## config.mk

```make
export PLATFORM = sky130hd
export DESIGN_NAME = mem_stage
export DESIGN_NICKNAME = d
export VERILOG_FILES = /design/src/rtl/mem_stage_pkg.sv /design/src/rtl/mem_load_fmt.sv /design/src/rtl/mem_stage.sv
export SDC_FILE = /design/constraint.sdc
export NUM_CORES = 1
export LEC_CHECK = 0
export ABC_AREA = 0
export CAP_MARGIN = 20
export CORE_MARGIN = 1.5
export CORE_UTILIZATION = 45
export DETAILED_ROUTE_END_ITERATION = 8
export PLACE_DENSITY = 0.9
export SYNTH_ARGS = -nofsm -noshare
export SYNTH_HDL_FRONTEND = slang
export SYNTH_HIERARCHICAL = 1
export SYNTH_SLANG_ARGS = --single-unit
```

## constraint.sdc

```tcl
create_clock -name clk -period 2.5 [get_ports clk]
set_clock_uncertainty 0.2 [all_clocks]
set_input_delay 0.25 -clock clk [delete_from_list [all_inputs] [get_ports clk]]
set_output_delay 0.25 -clock clk [all_outputs]
set_load 0.01 [all_outputs]
```

## src/rtl/mem_stage_pkg.sv

```systemverilog
// Shared memory-op encodings, MEM-stage FSM states and store lane helpers
// for the RISC-V memory-access stage.
package mem_stage_pkg;

  localparam int DATA_W = 32;
  localparam int ADDR_W = 32;

  typedef enum logic [3:0] {
    MEM_NONE = 4'd0,
    MEM_LB   = 4'd1,
    MEM_LH   = 4'd2,
    MEM_LW   = 4'd3,
    MEM_LBU  = 4'd4,
    MEM_LHU  = 4'd5,
    MEM_SB   = 4'd6,
    MEM_SH   = 4'd7,
    MEM_SW   = 4'd8
  } mem_op_e;

  typedef enum logic [1:0] {
    ST_IDLE = 2'd0,
    ST_BUSY = 2'd1,
    ST_DONE = 2'd2
  } mem_state_e;

  // Byte enables for a store; loads request no lanes.
  function automatic logic [3:0] store_be(input mem_op_e op, input logic [1:0] addr);
    logic [3:0] be;
    be = 4'b0000;
    case (op)
      MEM_SB:  be = 4'b0001 << addr;
      MEM_SH:  be = addr[1] ? 4'b1100 : 4'b0011;
      MEM_SW:  be = 4'b1111;
      default: be = 4'b0000;
    endcase
    return be;
  endfunction

  // Store data replicated across lanes so the enables pick the right copy.
  function automatic logic [31:0] store_wdata(input mem_op_e op, input logic [31:0] data);
    logic [31:0] w;
    w = data;
    case (op)
      MEM_SB:  w = {4{data[7:0]}};
      MEM_SH:  w = {2{data[15:0]}};
      default: w = data;
    endcase
    return w;
  endfunction

endpackage

```

## src/rtl/mem_load_fmt.sv

```systemverilog
// Load formatter: selects the byte/half lane of a read word and extends it.
module mem_load_fmt
  import mem_stage_pkg::*;
(
  input  logic [31:0] rdata,
  input  logic [1:0]  addr,
  input  mem_op_e     memop,
  output logic [31:0] result
);

  logic [7:0]  byte_sel;
  logic [15:0] half_sel;

  always_comb begin
    byte_sel = rdata[7:0];
    case (addr)
      2'd0: byte_sel = rdata[7:0];
      2'd1: byte_sel = rdata[15:8];
      2'd2: byte_sel = rdata[23:16];
      2'd3: byte_sel = rdata[31:24];
      default: byte_sel = rdata[7:0];
    endcase
    half_sel = addr[1] ? rdata[31:16] : rdata[15:0];

    result = rdata;
    case (memop)
      MEM_LB:  result = {{24{byte_sel[7]}}, byte_sel};
      MEM_LBU: result = {24'd0, byte_sel};
      MEM_LH:  result = {{16{half_sel[15]}}, half_sel};
      MEM_LHU: result = {16'd0, half_sel};
      default: result = rdata;
    endcase
  end

endmodule

```

## src/rtl/mem_stage.sv

```systemverilog
// MEM stage: pass-through for ALU ops, request/ack data-memory FSM for
// loads and stores, with stall generation and load/store lane formatting.
module mem_stage
  import mem_stage_pkg::*;
#(
  parameter int DATA_W = 32,
  parameter int ADDR_W = 32
) (
  input  logic              clk,
  input  logic              rst,
  input  logic [4:0]        wd_i,
  input  logic              wreg_i,
  input  logic [DATA_W-1:0] data_i,
  input  logic [3:0]        memop_i,
  input  logic [DATA_W-1:0] store_data_i,
  output logic [4:0]        wd_o,
  output logic              wreg_o,
  output logic [DATA_W-1:0] wdata_o,
  output logic              stall_req_o,
  output logic              misalign_o,
  output logic              dmem_req_o,
  output logic              dmem_we_o,
  output logic [ADDR_W-1:0] dmem_addr_o,
  output logic [3:0]        dmem_be_o,
  output logic [DATA_W-1:0] dmem_wdata_o,
  input  logic              dmem_ack_i,
  input  logic [DATA_W-1:0] dmem_rdata_i
);

  mem_state_e  state;
  mem_op_e     op;
  logic        is_load;
  logic        is_store;
  logic        misaligned;
  logic [31:0] rdata_q;
  logic [31:0] load_data;

  assign op       = mem_op_e'(memop_i);
  assign is_load  = (op == MEM_LB) || (op == MEM_LH) || (op == MEM_LW) ||
                    (op == MEM_LBU) || (op == MEM_LHU);
  assign is_store = (op == MEM_SB) || (op == MEM_SH) || (op == MEM_SW);

  always_comb begin
    misaligned = 1'b0;
    case (op)
      MEM_LH, MEM_LHU, MEM_SH: misaligned = data_i[0];
      MEM_LW, MEM_SW:          misaligned = (data_i[1:0] != 2'b00);
      default:                 misaligned = 1'b0;
    endcase
  end

  mem_load_fmt u_load_fmt (
    .rdata  (rdata_q),
    .addr   (data_i[1:0]),
    .memop  (op),
    .result (load_data)
  );

  // Bus request fields are registered on the launch edge and held until ack.
  always_ff @(posedge clk) begin
    if (rst) begin
      state        <= ST_IDLE;
      dmem_req_o   <= 1'b0;
      dmem_we_o    <= 1'b0;
      dmem_addr_o  <= '0;
      dmem_be_o    <= 4'b0000;
      dmem_wdata_o <= '0;
      rdata_q      <= '0;
    end else begin
      case (state)
        ST_IDLE: begin
          if ((is_load || is_store) && !misaligned) begin
            dmem_req_o   <= 1'b1;
            dmem_we_o    <= is_store;
            dmem_addr_o  <= {data_i[ADDR_W-1:2], 2'b00};
            dmem_be_o    <= store_be(op, data_i[1:0]);
            dmem_wdata_o <= is_store ? store_wdata(op, store_data_i) : '0;
            state        <= ST_BUSY;
          end
        end
        ST_BUSY: begin
          if (dmem_ack_i) begin
            rdata_q    <= dmem_rdata_i;
            dmem_req_o <= 1'b0;
            state      <= ST_DONE;
          end
        end
        ST_DONE: state <= ST_IDLE;
        default: state <= ST_IDLE;
      endcase
    end
  end

  always_comb begin
    wd_o        = wd_i;
    wreg_o      = 1'b0;
    wdata_o     = data_i;
    stall_req_o = 1'b0;
    misalign_o  = 1'b0;
    if (rst) begin
      wd_o    = 5'd0;
      wdata_o = '0;
    end else begin
      case (state)
        ST_IDLE: begin
          if (!(is_load || is_store)) wreg_o = wreg_i;
          else if (misaligned)        misalign_o = 1'b1;
          else                        stall_req_o = 1'b1;
        end
        ST_BUSY: stall_req_o = 1'b1;
        ST_DONE: begin
          if (is_load) begin
            wreg_o  = wreg_i;
            wdata_o = load_data;
          end
        end
        default: stall_req_o = 1'b0;
      endcase
    end
  end

endmodule

```

==> results of run 1 <==
[per-stage QoR]
step	worst slack [ns]	power, mW	hold slack, ns	TNS, ns	cells
detailed placement	-0.591	2.77	0.246	-32.28	1074
global route	-0.0363	4.31	0.244	-0.0846	1102
global placement	-0.545	2.75	0.233	-30.32	1074
finish	-0.0112	4.15	0.243	-0.0112	1102
floorplan	0.319	2.23	0.183	0	699
CTS	0.00198	4.15	0.238	0	1100
[worst register-to-register path, cell delays in order, from the launching register on]
cell	delay [ns]
dfxtp_2	0.32
buf_4	0.12
buf_4	0.15
nor3b_1	0.23
mux2_2	0.21
buf_4	0.37
a31oi_2	0.18
buf_12	0.19
a22o_1	0.25
[Yosys cell counts, drive strengths merged]
cell type,instances,area share
buf,24,0.030
nor4b,2,0.0031
a32oi,2,0.0031
nand4b,1,0.0015
o41a,1,0.0020
mux2i,26,0.046
o21ba,1,0.0018
a31o,1,0.0015
inv,4,0.0027
a21o,19,0.025
nor3b,2,0.0027
nand3,2,0.0027
conb,1,0.00066
o41ai,1,0.0015
o21bai,1,0.0013
a21oi,110,0.10
o21ai,10,0.011
nand3b,4,0.0053
dfxtp,102,0.36
nor2b,5,0.0055
nor2,11,0.0073
nand2,155,0.10
a22oi,12,0.016
and4,1,0.0020
xnor2,1,0.0015
a22o,11,0.017
mux2,25,0.050
a211o,1,0.0015
a31oi,2,0.0033
nand2b,10,0.011
a211oi,2,0.0035
or3b,3,0.0051
nor4bb,1,0.0018
clkbuf,50,0.033
nand4,32,0.038
nor3,4,0.0044
mux4,2,0.0080
o2bb2ai,19,0.029
o31ai,31,0.041
or4b,4,0.0084
o31a,1,0.0015
and3b,1,0.0015
[power groups by stage]
stage          clock, mW  sequential, mW  combinational, mW
5_1_grt             1.49            1.76               1.06
2_1_floorplan          0            1.80              0.431
4_1_cts             1.41            1.75              0.984
6_report            1.40            1.76              0.997
3_3_place_gp           0            1.79              0.969
3_5_place_dp           0            1.79              0.984
[what timing repair did]
| action | in CTS | in global routing |
|---|---|---|
| pin swaps | 6 | 5 |
| setup buffers | 9 | 1 |
| hold buffers | 1 | 0 |
| endpoints found under the hold margin | 2 | 0 |
| gates cloned | 1 | 1 |
| gates resized for setup | 145 | 19 |
| endpoints found under the setup margin | 66 | 32 |
[final timing paths]
kind              cells after the start  slack [ns]                            end                     startpoint
setup reg to reg                      8        0.17      dmem_be_o[1]$_SDFFE_PP0P_          state[1]$_SDFFE_PP0P_
hold reg to reg                       1        0.26  dmem_wdata_o[24]$_SDFFE_PP0P_  dmem_wdata_o[24]$_SDFFE_PP0P_
hold / removal                        3        0.24        rdata_q[6]$_SDFFE_PP0P_                dmem_rdata_i[6]
setup / recovery                      8       -0.01                    wdata_o[22]       rdata_q[15]$_SDFFE_PP0P_
[metal layers]
layer,up-vias,wire (um),share of wire
li1,2970,-,-
met5,-,11,0.00053
met1,3055,8150,0.39
met4,2,657,0.032
met2,346,9980,0.48
met3,61,1920,0.093
[sequential cells by signal (all words and copies together) (netlist names)]
register	count
dmem_we_o	1
dmem_addr_o	30
dmem_req_o	1
dmem_be_o	4
rdata_q	32
dmem_wdata_o	32
state	2
[kinds of logic (layout without fill, tap and decap cells)]
kind of cell | count (synthesis) | after routing | share of synthesized area
and+or+nand+nor | 238 | 238 | 0.205
AOI/OAI and AO/OA | 225 | 225 | 0.262
DFF | 102 | 102 | 0.361
buffers and inverters | 78 | 313 | 0.0659
muxes | 53 | 53 | 0.104
other | 1 | 2 | 0.000663
xor gates and xnor gates | 1 | 1 | 0.00155
[final cells by class]
class	instances	area (um^2)	share of cell area
Clock inverter	4	47.5	0.00549
Timing Repair Buffer	294	2770	0.320
Multi-Input combinational cell	519	3320	0.384
Clock buffer	11	243	0.0280
Sequential cell	102	2050	0.236
Tap cell	168	210	0.0243
Inverter	4	15.0	0.00173
==> reports/metrics.yaml, run 1 <==
status:
  status: "finished with violations"
  violations: "setup timing"
floorplanning:
  die_width_um: 115
  initial_core_util: 0.467
  die_h_um: 115
  core_mm2: 0.0121
  fp-row-count: 40
  io_pins: 219
  dieArea_mm2: 0.0132
place:
  io_buffers: 216
  gp_congestion: 0.928
  dpl.hpwl_um: 14200
  placed_area_mm2: 0.00831
drt:
  dr_total_vias: 6434
  wl_um: 20700
  drtPass1Iterations: 5
  drt_iter0_drc: 762
  ant_nets: 0
  wire_per_inst_um: 18.8
  via_per_inst: 5.84
  drc: 0
pwr:
  pwr_density_cell_mw_per_mm2: 480
  comb_power_share: 0.240
  pwr-share-clk: 0.337
  switchingPower_mw: 1.14
  internal-power_mw: 3.01
  vdd_drop_max_mv: 0.349
  swShare: 0.275
  p_leak_nw: 3.60
  p_seq_frac: 0.423
setup_path:
  cp.arrival_ns: 2.06
  worstPathRequired_ns: 2.05
  cp_cell_sequence: "mux4_2 -> nand2_4 -> o21ai_4 -> buf_12 -> a21o_1 -> nand2_1 -> a21oi_1 -> clkdlybuf4s15_2"
  endpoint_kind: "output pin"
  path_max_fanout: 16
  slowest_stage: "mux4_2"
  cpLargestDelayFamily: "multiplexers"
  critical_path.max_stage_delay_ns: 0.52
  critPathBufInv: 2
  worstSetupStartpointType: "flop"
  critPathKind: "reg -> out"
sta:
  finalSetupViolCount: 1
  min_period_over_period: 1.00
  fmax_mhz: 398
  setup_ws_ns: -0.0112
  rsz0062_at_grt: "yes"
  fin_crit_ns: 2.51
  final_hold_viol_count: 0
  drv_slew: 0
clock_network:
  cts_sinks: 102
  ctsHtreeMaxLevel: 3
  insertion_delay_ns: 0.36
  numCtsBuffers: 9
  clk_pin_slew_worst_paths_ns: 0.07
  clockBufferDepth: 2
  cts_tree: "built"
  root_buffer: "clkbuf_16"
synthesis:
  syn_area_per_cell_um2: 8.10
  yosys_warnings: 6
  yosysUniqueCellTypes: 56
  synthesis.area_mm2: 0.00565
  synthCells: 698
  ys_seq_area_frac: 0.361
  synth-seq-cells: 102
layout:
  mostFrequentLayoutCells: "175 x clkdlybuf4s50_1, 154 x nand2_1, 106 x a21oi_1"
  layout.nets: 1039
  postLayoutCellArea_mm2: 0.00866
  fillCellCount: 886
  area_growth_pct: 53.1
  drive_gt1_frac: 0.199
  final_util: 0.715
  layout_commonest_cell: "clkdlybuf4s50_1"
  n_antenna_cell: 0
global_route:
  grt_busiest_layer: "met2"
  grt-ovfl-total: 0
  antenna_found_initial: 1
  grt_usage: 0.307
  use_met1: 0.374
  use_met3: 0.0833
  met2_usage: 0.517
  grt_pass1_vias: 6164
  grt_max_degree: 73
  grt_pass1_wl_um: 31700
worst_hold_path:
  hp-class: "in -> reg"
run:
  maxCapViolations: 0
No activity file was read; power rests on OpenSTA's default activity.
==> inputs of run 2 (changes only) <==
--- a/config.mk
+++ b/config.mk
@@ -6,6 +6,7 @@
 export NUM_CORES = 1
 export LEC_CHECK = 0
 export ABC_AREA = 0
+export ABC_CLOCK_PERIOD_IN_PS = 2500
 export CAP_MARGIN = 20
 export CORE_MARGIN = 1.5
 export CORE_UTILIZATION = 45
==> results of run 2 <==
Same layout as run 1: the final DEF is identical, and so are final timing and power.
==> inputs of run 3 (changes only) <==
--- a/config.mk
+++ b/config.mk
@@ -8,6 +8,7 @@
 export ABC_AREA = 0
 export ABC_CLOCK_PERIOD_IN_PS = 2500
 export CAP_MARGIN = 20
+export CORE_ASPECT_RATIO = 1.25
 export CORE_MARGIN = 1.5
 export CORE_UTILIZATION = 45
 export DETAILED_ROUTE_END_ITERATION = 8
==> reports/metrics.yaml, run 3 (synthesis results as in run 1) <==
sta:
  rsz0062_at_grt: "yes"
  fin_crit_ns: 2.49  # -0.0177 ns
  setup_ws_ns: 0.00652  # +0.0177 ns
  min_period_over_period: 0.997  # -0.00707
  final_hold_viol_count: 0  # unchanged
  fmax_mhz: 401  # +0.71%
  finalSetupViolCount: 0  # -1
  whs_ns: 0.201  # -0.0422 ns
  drv_slew: 0  # unchanged
worst_hold_path:
  whs_endpoint: "state[0]$_SDFFE_PP0P_"
  hp-class: "in -> reg"
  hold_path_depth: 3  # unchanged
  min-delay-start: "rst"
clock_network:
  cts_sinks: 102  # unchanged
  ctsHtreeMaxLevel: 3  # unchanged
  clk_pin_slew_worst_paths_ns: 0.07  # about the same
  insertion_delay_ns: 0.34  # -0.02 ns
  root_buffer: "clkbuf_16"
  hold_buffers: 0  # -1
  numCtsBuffers: 9  # unchanged
  cts_tree: "built"
  clockBufferDepth: 2  # unchanged
setup_path:
  slowest_stage: "or3b_4"
  r2r_cells: 7  # -1
  cp.arrival_ns: 2.04  # -0.02 ns
  cpLargestDelayFamily: "simple AND/OR/NAND/NOR gates"
  cp_cell_sequence: "dlygate4sd2_1 -> or3b_4 -> a21o_1 -> buf_6 -> a22oi_2 -> nand2_1 -> nand2_4 -> a21oi_2 -> buf_2"
  endpoint_kind: "output pin"
  r2r-end: "dmem_be_o[1]$_SDFFE_PP0P_"
  critPathBufInv: 3  # +1
  critical_path.max_stage_delay_ns: 0.43  # -0.09 ns
  r2r-start: "state[0]$_SDFFE_PP0P_"
  worstSetupStartpointType: "input pin"
  worstPathRequired_ns: 2.05  # about the same
  critPathKind: "in -> out"
  path_max_fanout: 16  # unchanged
  startpoint: "memop_i[0]"
  r2r_slack_ns: 0.21  # +0.04 ns
layout:
  drive_gt1_frac: 0.246  # +0.0466
  n_antenna_cell: 0  # unchanged
  layout_commonest_cell: "clkdlybuf4s50_1"
  mostFrequentLayoutCells: "175 x clkdlybuf4s50_1, 137 x nand2_1, 100 x dfxtp_1"
  reg_top3: "dmem_wdata_o: 32 flops, rdata_q: 32 flops, dmem_addr_o: 30 flops"
  layout.nets: 1044  # +0.48%
  area_growth_pct: 56.1
floorplanning:
  fp-row-count: 45  # +13%
  core_mm2: 0.0122  # +0.88%
  initial_core_util: 0.463  # -0.00406
  dieArea_mm2: 0.0133  # about the same
  io_pins: 219  # unchanged
  die_h_um: 128  # +11%
  die_width_um: 103  # -10%
run:
  maxCapViolations: 0  # unchanged
pwr:
  pwr_density_cell_mw_per_mm2: 488  # +1.8%
  p_leak_nw: 3.76  # +4.5%
  vdd_drop_max_mv: 0.305  # -13%
global_route:
  grt_pass1_wl_um: 32900  # +4.0%
  grt_max_degree: 38  # -48%
  grt_usage: 0.322  # +0.0142
  antenna_found_initial: 0  # -1
  grt-ovfl-total: 0  # unchanged
  grt_pass1_vias: 6328  # +2.7%
drt:
  via_per_inst: 5.83  # about the same
  wl_um: 21600  # +4.2%
  wire_per_inst_um: 19.5  # +4.0%
  dr_total_vias: 6440  # +0.093%
  drtPass1Iterations: 5  # unchanged
  drc: 0  # unchanged
  drt_iter0_drc: 420  # -45%
  ant_nets: 0  # unchanged
place:
  post-place-ws_ns: -0.647  # -0.0566 ns
  dpl.hpwl_um: 15600  # +9.8%
  io_buffers: 216  # unchanged
  gp_congestion: 0.995  # +7.2%
status:
  status: "completed"
run 3: cell types whose count changed in the layout (fill, tap and decap cells not counted), sizes merged:
cell,change
clkdlybuf4s15,-3
bufinv,+1
buf,+5
inv,+1
dlygate4sd2,+1
clkbuf,+3
dlygate4sd3,-1
clkinv,-1
run 3: per-stage QoR:
step | TNS, ns | instances | power (mW) | instance area [um^2] | util
6_report | 0 | 1104 | 4.31 | 8830 | 0.723
2_1_floorplan | 0 | 699 | 2.23 | 5660 | -
3_3_place_gp | -29.32 | 1082 | 2.77 | 8390 | 0.686
3_5_place_dp | -32.41 | 1082 | 2.79 | 8390 | 0.686
4_1_cts | -0.734 | 1105 | 4.30 | 8720 | 0.713
5_1_grt | -0.622 | 1104 | 4.47 | 8830 | 0.723
run 3: power breakdown:
group / internal (mW) / switching (mW) / leakage (nW)
clock network: 0.908 / 0.637 / 0.156
registers: 1.70 / 0.0522 / 0.830
logic: 0.510 / 0.505 / 2.77
run 3: how the worst max path moves through the flow:
| stage | endpoint | depth (start not counted) | slack, ns |
|---|---|---|---|
| 2_1_floorplan | wdata_o[3] | 6 | 0.32 |
| 3_3_place_gp | wdata_o[28] | 8 | -0.62 |
| 3_5_place_dp | wdata_o[27] | 8 | -0.65 |
| 4_1_cts | wdata_o[19] | 7 | -0.08 |
| 5_1_grt | wdata_o[3] | 8 | -0.05 |
| 6_report | wdata_o[8] | 9 | 0.007 |
run 3: final cells by class:
cell class              count  area (um^2)
repair buffers            299         2760
flip-flops and latches    102         2040
fillers                   943         3390
well taps                 164          205
clock buffers              11          243
clock inverters             5         81.3
inverters                   4         15.0
multi-input cells         519         3480
run 3: metal layers:
metal	vias to the layer above	GRT usage	wire length, um
met5	-	0	0
met4	0	0.206	1240
met3	84	0.0829	1960
met2	360	0.535	10600
met1	3017	0.361	7790
li1	2979	-	-
run 3: tightest hold or removal path, stage by stage:
cell     delay, ns
buf_4         0.17
buf_12        0.22
a21oi_1       0.06
run 3: repair_timing:
action / in CTS / in global routing
resized for setup: 141 / 75
buffers inserted: 7 / 2
endpoints found under the setup margin: 65 / 34
pin swaps: 6 / 25
cloned: 1 / 0
